### src/rtl/keypad_pkg.sv
// Shared definitions for the 4x4 keypad scanner: FSM states, key codes
// and the row/column to key-code layout.
package keypad_pkg;

  typedef enum logic [1:0] {
    SCAN     = 2'd0,
    DEBOUNCE = 2'd1,
    PRESSED  = 2'd2,
    RELEASE  = 2'd3
  } state_t;

  localparam logic [3:0] KEY_A    = 4'd10;
  localparam logic [3:0] KEY_B    = 4'd11;
  localparam logic [3:0] KEY_C    = 4'd12;
  localparam logic [3:0] KEY_D    = 4'd13;
  localparam logic [3:0] KEY_STAR = 4'd14;
  localparam logic [3:0] KEY_HASH = 4'd15;

  // Layout: r0 "1 2 3 A", r1 "4 5 6 B", r2 "7 8 9 C", r3 "* 0 # D".
  function automatic logic [3:0] code(input logic [1:0] row_idx, input logic [1:0] col_idx);
    logic [3:0] k;
    case ({row_idx, col_idx})
      4'h0:    k = 4'd1;
      4'h1:    k = 4'd2;
      4'h2:    k = 4'd3;
      4'h3:    k = KEY_A;
      4'h4:    k = 4'd4;
      4'h5:    k = 4'd5;
      4'h6:    k = 4'd6;
      4'h7:    k = KEY_B;
      4'h8:    k = 4'd7;
      4'h9:    k = 4'd8;
      4'hA:    k = 4'd9;
      4'hB:    k = KEY_C;
      4'hC:    k = KEY_STAR;
      4'hD:    k = 4'd0;
      4'hE:    k = KEY_HASH;
      4'hF:    k = KEY_D;
      default: k = 4'd0;
    endcase
    return k;
  endfunction

endpackage

### src/rtl/sync_2ff.sv
// Two-flop synchroniser for asynchronous inputs; resets to all ones so an
// idle, pulled-up line reads as released.
module sync_2ff #(
  parameter int WIDTH = 4
) (
  input  logic             clk,
  input  logic             rst_n,
  input  logic [WIDTH-1:0] d,
  output logic [WIDTH-1:0] q
);

  logic [WIDTH-1:0] meta_r;
  logic [WIDTH-1:0] sync_r;

  // Metastability chain.
  always_ff @(posedge clk or negedge rst_n) begin
    if (!rst_n) begin
      meta_r <= {WIDTH{1'b1}};
      sync_r <= {WIDTH{1'b1}};
    end else begin
      meta_r <= d;
      sync_r <= meta_r;
    end
  end

  assign q = sync_r;

endmodule

### src/rtl/keypad_scanner.sv
// 4x4 matrix keypad scanner: rotates the column drive, debounces a single
// key press and its release, and emits one code strobe per accepted press.
module keypad_scanner #(
  parameter int SCAN_DIV        = 16,
  parameter int DEBOUNCE_CYCLES = 1000
) (
  input  logic       clk,
  input  logic       rst_n,
  input  logic [3:0] row,
  output logic [3:0] col,
  output logic [3:0] key,
  output logic       key_valid,
  output logic       key_held
);
  import keypad_pkg::*;

  localparam int MAX_P = (SCAN_DIV > DEBOUNCE_CYCLES) ? SCAN_DIV : DEBOUNCE_CYCLES;
  localparam int CNT_W = $clog2(MAX_P) + 1;
  localparam logic [CNT_W-1:0] CNT_ZERO = {CNT_W{1'b0}};
  localparam logic [CNT_W-1:0] CNT_ONE  = CNT_W'(1);
  localparam logic [CNT_W-1:0] DIV_LAST = CNT_W'(SCAN_DIV - 1);
  localparam logic [CNT_W-1:0] DEB_LAST = CNT_W'(DEBOUNCE_CYCLES - 1);

  // Exactly one row low gives {1, index}; idle or multi-key patterns give 0.
  function automatic logic [2:0] row_decode(input logic [3:0] r);
    logic [2:0] d;
    case (r)
      4'b1110: d = {1'b1, 2'd0};
      4'b1101: d = {1'b1, 2'd1};
      4'b1011: d = {1'b1, 2'd2};
      4'b0111: d = {1'b1, 2'd3};
      default: d = 3'b000;
    endcase
    return d;
  endfunction

  logic [3:0]       row_s;
  logic             row_hit_s;
  logic [1:0]       row_idx_s;
  state_t           state_r, state_s;
  logic [1:0]       col_idx_r, col_idx_s;
  logic [3:0]       col_r, col_s;
  logic [CNT_W-1:0] div_r, div_s;
  logic [CNT_W-1:0] cnt_r, cnt_s;
  logic [3:0]       cap_row_r, cap_row_s;
  logic [3:0]       key_r, key_s;
  logic             key_valid_r, key_valid_s;
  logic             key_held_r, key_held_s;

  sync_2ff #(.WIDTH(4)) u_row_sync (
    .clk   (clk),
    .rst_n (rst_n),
    .d     (row),
    .q     (row_s)
  );

  assign {row_hit_s, row_idx_s} = row_decode(row_s);

  // Next-state and output decisions for the scan/debounce FSM.
  always_comb begin
    state_s     = state_r;
    col_idx_s   = col_idx_r;
    col_s       = col_r;
    div_s       = div_r;
    cnt_s       = cnt_r;
    cap_row_s   = cap_row_r;
    key_s       = key_r;
    key_valid_s = 1'b0;
    key_held_s  = key_held_r;
    case (state_r)
      SCAN: begin
        if (div_r == DIV_LAST) begin
          div_s = CNT_ZERO;
          if (row_hit_s) begin
            cap_row_s = row_s;
            cnt_s     = CNT_ZERO;
            state_s   = DEBOUNCE;
          end else begin
            col_idx_s = col_idx_r + 2'd1;
            col_s     = {col_r[2:0], col_r[3]};
          end
        end else begin
          div_s = div_r + CNT_ONE;
        end
      end
      DEBOUNCE: begin
        if (row_s != cap_row_r) begin
          state_s   = SCAN;
          col_idx_s = col_idx_r + 2'd1;
          col_s     = {col_r[2:0], col_r[3]};
          div_s     = CNT_ZERO;
          cnt_s     = CNT_ZERO;
        end else if (cnt_r == DEB_LAST) begin
          state_s     = PRESSED;
          key_s       = code(row_idx_s, col_idx_r);
          key_valid_s = 1'b1;
          key_held_s  = 1'b1;
        end else begin
          cnt_s = cnt_r + CNT_ONE;
        end
      end
      PRESSED: begin
        if (row_s == 4'hF) begin
          state_s = RELEASE;
          cnt_s   = CNT_ZERO;
        end else begin
          state_s = PRESSED;
        end
      end
      RELEASE: begin
        // A bounce back to a pressed pattern resumes the same press silently.
        if (row_s != 4'hF) begin
          state_s = PRESSED;
        end else if (cnt_r == DEB_LAST) begin
          state_s    = SCAN;
          key_held_s = 1'b0;
          col_idx_s  = col_idx_r + 2'd1;
          col_s      = {col_r[2:0], col_r[3]};
          div_s      = CNT_ZERO;
          cnt_s      = CNT_ZERO;
        end else begin
          cnt_s = cnt_r + CNT_ONE;
        end
      end
      default: begin
        state_s = SCAN;
      end
    endcase
  end

  // State, counters and output registers.
  always_ff @(posedge clk or negedge rst_n) begin
    if (!rst_n) begin
      state_r     <= SCAN;
      col_idx_r   <= 2'd0;
      col_r       <= 4'b1110;
      div_r       <= CNT_ZERO;
      cnt_r       <= CNT_ZERO;
      cap_row_r   <= 4'hF;
      key_r       <= 4'd0;
      key_valid_r <= 1'b0;
      key_held_r  <= 1'b0;
    end else begin
      state_r     <= state_s;
      col_idx_r   <= col_idx_s;
      col_r       <= col_s;
      div_r       <= div_s;
      cnt_r       <= cnt_s;
      cap_row_r   <= cap_row_s;
      key_r       <= key_s;
      key_valid_r <= key_valid_s;
      key_held_r  <= key_held_s;
    end
  end

  assign col       = col_r;
  assign key       = key_r;
  assign key_valid = key_valid_r;
  assign key_held  = key_held_r;

endmodule
### config.mk
export PLATFORM = sky130hd
export DESIGN_NAME = keypad_scanner
export DESIGN_NICKNAME = d
export VERILOG_FILES = /design/src/rtl/keypad_pkg.sv /design/src/rtl/sync_2ff.sv /design/src/rtl/keypad_scanner.sv
export SDC_FILE = /design/constraint.sdc
export NUM_CORES = 1
export LEC_CHECK = 0
export ABC_AREA = 1
export CAP_MARGIN = 20
export CORE_MARGIN = 5
export CORE_UTILIZATION = 40
export CTS_CLUSTER_SIZE = 24
export DETAILED_ROUTE_END_ITERATION = 6
export GPL_TIMING_DRIVEN = 0
export PLACE_DENSITY = 0.64
export SYNTH_ARGS = -nofsm -noshare
export SYNTH_HDL_FRONTEND = slang
export SYNTH_SLANG_ARGS = --single-unit
export TNS_END_PERCENT = 30
### constraint.sdc
create_clock -name clk -period 3.98 [get_ports clk]
set_clock_uncertainty 0.2 [all_clocks]
set_input_delay 0.796 -clock clk [delete_from_list [all_inputs] [get_ports clk]]
set_output_delay 0.796 -clock clk [all_outputs]
set_load 0.05 [all_outputs]
==> impl_results.md, run 1 <==
- Status: complete, no violations
- Syn Area/Cell: about 7.5 um2
- Max VDD drop: between 300 and 400 uV
- CTS resizes: 0
- Fin Hold WS: around 0.16 ns
- Adder-Cell Fraction of Synth Area: under 10%
- RePlAce Congestion: about 0.83
- CTS HTree Levels: 2
- R2r setup slk: 1.93 ns
- Die height: around 93 um
- Die Span X: 93.2 um
- Critical path capture point type: primary output
- Worst slew pin tran: about 0.5 ns
- Worst skew pair latency: 0.30 ns
- Setup crit end: col[2]
- Largest net degree at the start of global routing: 38
- Fmax: 379 MHz
- Proportion of synthesized area in mux cells: 0%
- Slew Limit Headroom: between 60% and 70%
- Post-synthesis sequential area ratio: 44.1%
- DR WL met2: 2.62 mm
- Buffer count from post-CTS setup fixing: 0
- Max Slew Vio Count: 0
- M1 WL: approximately 2.6 mm
- DR WL met3: around 130 um
- Arr. time, crit path: about 1.6 ns
- Setup TNS: 0 ns
- Simple-gate share of the synthesized area: 34.2%
- Critical-path cell list: clkdlybuf4s50_1
- Final period util: between 60% and 70%
- Final HPWL DP: between 3 and 4 mm
- Complex-gate fraction of the synthesized area: slightly below 9%
- Clock transition at the registers of the reported paths: around 0.09 ns
- Min Tclk post-route: roughly 2.6 ns
- DR pass1 iterations: 4
- Congestion Overflow GR: 0
- Power density cells: between 400 and 500 nW/um2
- Cell row count: 30
- Hold Crit Class: register to register
- Largest cells by area after synthesis: dfrtp_1, nand2_1, dfstp_2
- WP depth: 1
- Total number of vias: approximately 2300
- Crit path launch type: register
- Ys Warns: 0
- Fill cells: a little under 700
- Worst Setup SP: col[2]
- DRC violations left: 0
- I/O pins: 16
- Most frequent cells in the layout: nand2_1, inv_1, dfrtp_1
- Largest family of logic cells by synthesized area: simple AND/OR/NAND/NOR gates
- Top routing layer used: met4
- Reg2Reg Depth: 12
- Register area: around 1200 um2
- Data required, critical path: 2.98 ns
- Sink Count: 48
- RSZ-0062 raised after global routing: no
- Total CTS buffers: 5
- Share of cells above drive strength 1: approximately 14%
- Worst r2r src: div_r[0]
- DIE AREA: around 8700 um2
- Multi-input gate area: ~1300 um2
- Area Growth Syn to Fin: 14.2%
- Reg2Reg Capture Point: cnt_r[6]
- Max cap viols: 0
- Largest area contributor in the netlist: dfrtp_1
- Commonest non-fill, non-tap cell in the layout: nand2_1
- TritonCTS clock tree: built
- Initial antenna violation count: 0
- Setup violators final: 0
- Slowest CP cell: clkdlybuf4s50_1
- Nets: between 400 and 500
- CP top delay family: buffers and inverters
- Via-to-Cell Ratio: between 4 and 5
- Yosys reg bits: between 40 and 50
- Clock root buffer: clkbuf_8
- Starting Density: 40.9%
- CP Class: register to primary output
- LEAKAGE: 1.53 nW
- First-pass GRT wire length: 9.65 mm
- WP buf/inv: 1
- Routed WL: approximately 5.4 mm
- Final Hold Fails: 0
- Synthesized area: between 2000 and 3000 um2
- Share of the synthesized area in the top cell type: around 30%
- XOR/XNOR Fraction of Synth Area: roughly 1.9%
- DRT iter0 DRCs: 100
- Post-route ant nets: 0
- CP Max Fanout: 3
- Inserted Diodes: 0
- CTS Buffer Depth: 2
- Hold Buf Count CTS: 0
- Core Region: 6760 um2
- Vias in the first global route: around 2200
- Distinct cells, synth: 31
- Synth Instances: 368
- Worst path max stage delay: about 0.80 ns
- PortBufs: 15
- GRT Total Usage: approximately 13%
- Syn_nets: between 300 and 400
- Avg WL per Cell: 11.4 um
[per-layer routing]
layer	track usage, %	up-vias
li1	-	1201
met1	17.5	1050
met2	23.2	30
met3	2.49	2
met4	3.05	0
met5	0	-
[flip-flops by register name (all words and copies together), names as in the netlist]
signal,cells
cnt_r,11
state_r,2
key,4
div_r,11
u_row_sync.meta_r,4
col_idx_r,2
cap_row_r,4
key_valid,1
col,4
key_held,1
u_row_sync.q,4
[where the power goes]
part / total (W) / internal [W] / switching [W]
clock: 0.000383 / 0.000222 / 0.000161
combinational: 0.000530 / 0.000178 / 0.000353
sequential: 0.000615 / 0.000550 / 0.0000651
[Yosys cell counts]
library cell	n
and2_1	1
xnor2_1	1
dfstp_2	15
buf_2	2
nand4_1	5
nor2_2	7
o21ai_0	17
a21boi_1	1
inv_2	5
buf_6	3
inv_1	39
nor3_1	4
o211ai_1	1
nand2_2	4
nor3b_1	1
ha_1	7
nor3_2	1
nand2_4	1
dfrtp_1	33
nand4_4	1
nor2_1	26
o21bai_1	1
xor2_1	5
nor2_8	1
buf_4	1
o21ai_1	17
nor2_4	1
a21oi_1	10
nand3_1	22
nand2_1	131
nand3_2	4
[cell families (layout without fill, tap and decap cells)]
group / Yosys count / count (layout)
DFF: 48 / 48
AOI/OAI and AO/OA: 47 / 47
adders and majority gates: 7 / 7
and+or+nand+nor: 210 / 210
xor gates and xnor gates: 6 / 6
buffers and inverters: 50 / 74
[worst min path at each step]
stage	start	endpoint	slack, ns	cells after the start
6_report	u_row_sync.meta_r[1]	u_row_sync.q[1]	0.16	0
4_1_cts	u_row_sync.meta_r[1]	u_row_sync.q[1]	0.16	0
3_3_place_gp	u_row_sync.meta_r[0]	u_row_sync.q[0]	0.15	0
2_1_floorplan	u_row_sync.meta_r[0]	u_row_sync.q[0]	0.15	0
3_5_place_dp	u_row_sync.meta_r[1]	u_row_sync.q[1]	0.15	0
5_1_grt	u_row_sync.meta_r[1]	u_row_sync.q[1]	0.16	0
[through the flow]
step	std cells	utilization (%)	power, W	instance area, um2	setup WS [ns]
5_1_grt	472	46.7	0.00166	3160	1.29
6_report	472	46.7	0.00153	3160	1.34
4_1_cts	472	46.7	0.00155	3160	1.33
2_1_floorplan	368	-	0.00103	2770	2.21
3_5_place_dp	464	44.9	0.00116	3030	1.67
3_3_place_gp	463	44.6	0.00115	3020	0.469
[final cells by class]
cell class	instances	area share [%]
plain buffers	6	1.62
clock buffers	7	3.05
inverters	44	5.23
well taps	80	3.17
multi-input cells	270	42.1
flip-flops and latches	48	38.6
repair buffers	16	5.23
clock inverters	1	0.951
Note: power is estimated with default switching activity, not from simulation.
==> inputs of run 2 (changes only) <==
clock period = 2.6 ns   (was 3.98 ns; I/O delays follow)
==> impl_results.md, run 2 (synthesized netlist as in run 1, its figures left out) <==
- Status: complete, no violations
- Power density cells: about 740 nW/um2
- Clock transition at the registers of the reported paths: 0.09 ns
- WP buf/inv: 1
- Largest net degree at the start of global routing: 38
- Die Span X: 93.2 um
- Hold Crit Class: register to register
- Inserted Diodes: 0
- LEAKAGE: roughly 1.5 nW
- Initial antenna violation count: 0
- Post-route ant nets: 0
- Pre-CTS WS: approximately 0.56 ns
- RePlAce Congestion: roughly 0.83
- Share of cells above drive strength 1: between 10 and 15%
- Congestion Overflow GR: 0
- Fin Hold WS: approximately 0.16 ns
- Final period util: between 90% and 100%
- CTS Buffer Depth: 2
- DR pass1 iterations: 4
- Core Region: a little under 7000 um2
- RSZ-0062 raised after global routing: no
- Arr. time, crit path: 1.64 ns
- Via-to-Cell Ratio: ~4.8
- Max cap viols: 0
- Critical path capture point type: primary output
- Min Tclk post-route: ~2.4 ns
- Final HPWL DP: ~4.0 mm
- Most frequent cells in the layout: nand2_1, inv_1, dfrtp_1
- DIE AREA: 8680 um2
- CP Max Fanout: 3
- Total number of vias: ~2300
- First-pass GRT wire length: slightly below 10 mm
- Fill cells: 676
- Nets: 405
- Avg WL per Cell: 11.4 um
- Max Slew Vio Count: 0
- Fmax: 423 MHz
- Final Hold Fails: 0
- Worst slew pin tran: approximately 0.5 ns
- WP depth: 1
- Data required, critical path: between 1.5 and 2 ns
- CP top delay family: buffers and inverters
- Setup violators final: 0
- Post-layout util: 46.9%
- Worst path max stage delay: around 0.80 ns
- Sink Count: 48
- Total Power: 0.00234 W
- Slew Limit Headroom: 66.6%
- Area Growth Syn to Fin: 14.5%
- Crit path launch type: register
- Cell row count: 30
- Max VDD drop: around 480 uV
- Placed Cells: between 400 and 500
- Vias in the first global route: roughly 2200
- Routed WL: 5.37 mm
- Post-route worst setup slack: around 0.24 ns
- PortBufs: 15
- Starting Density: 40.9%
- Clock root buffer: clkbuf_8
- Non-filler cells, final: 473
- Top flop regs: cnt_r: 11 flops, div_r: 11 flops
- Critical-path cell list: clkdlybuf4s50_1
- DRC violations left: 0
- CTS HTree Levels: 2
- Total CTS buffers: 5
- CP Class: register to primary output
- Die height: between 90 and 100 um
- I/O pins: 16
- Worst Hold Depth: 0
- TritonCTS clock tree: built
- Buffer count from post-CTS setup fixing: 0
- Worst skew pair latency: 0.30 ns
- Reg2Reg Depth: 12
- GRT Total Usage: roughly 13%
- Commonest non-fill, non-tap cell in the layout: nand2_1
- Slowest CP cell: clkdlybuf4s50_1
- DRT iter0 DRCs: 97
[run 2: path summary, 6_finish.rpt]
kind	from	to	slack, ns
setup / recovery	col[2]	col[2]	0.24
hold / removal	u_row_sync.meta_r[1]	u_row_sync.q[1]	0.16
setup reg to reg	div_r[0]	cnt_r[6]	0.55
hold reg to reg	u_row_sync.meta_r[1]	u_row_sync.q[1]	0.16
max in group asynchronous	rst_n	u_row_sync.q[0]	1.20
min in group asynchronous	rst_n	cnt_r[10]	0.43
[run 2: through the flow]
step                setup TNS, ns  instance area [um2]
floorplan                       0                 2770
global placement           -22.47                 3020
detailed placement              0                 3030
CTS                             0                 3170
global route                    0                 3170
finish                          0                 3170
[run 2: layer usage]
metal  global-route usage [%]  routed length, um
met1                     17.5               2630
met2                     23.2               2620
met3                     2.49                102
met4                     3.05                 25
met5                        0                  0
[run 2: layout make-up]
| type | count | area (um2) | area share, % |
|---|---|---|---|
| Buffer | 6 | 51.3 | 1.62 |
| Clock buffer | 7 | 96.3 | 3.04 |
| Clock inverter | 1 | 30.0 | 0.948 |
| Inverter | 44 | 165 | 5.21 |
| Multi-Input combinational cell | 270 | 1330 | 42.0 |
| Sequential cell | 48 | 1220 | 38.5 |
| Tap cell | 80 | 100 | 3.16 |
| Timing Repair Buffer | 17 | 175 | 5.53 |
[run 2: power breakdown]
part           switching, W  internal, W  leakage (nW)
Combinational      0.000540     0.000273         0.860
Sequential        0.0000998     0.000842         0.607
Clock              0.000248     0.000340        0.0645
[run 2: timing repair]
| item | in CTS | in global routing |
|---|---|---|
| hold buffers | 1 | 0 |
| endpoints found under the hold margin | 11 | 0 |
| gates resized for setup | 0 | 0 |
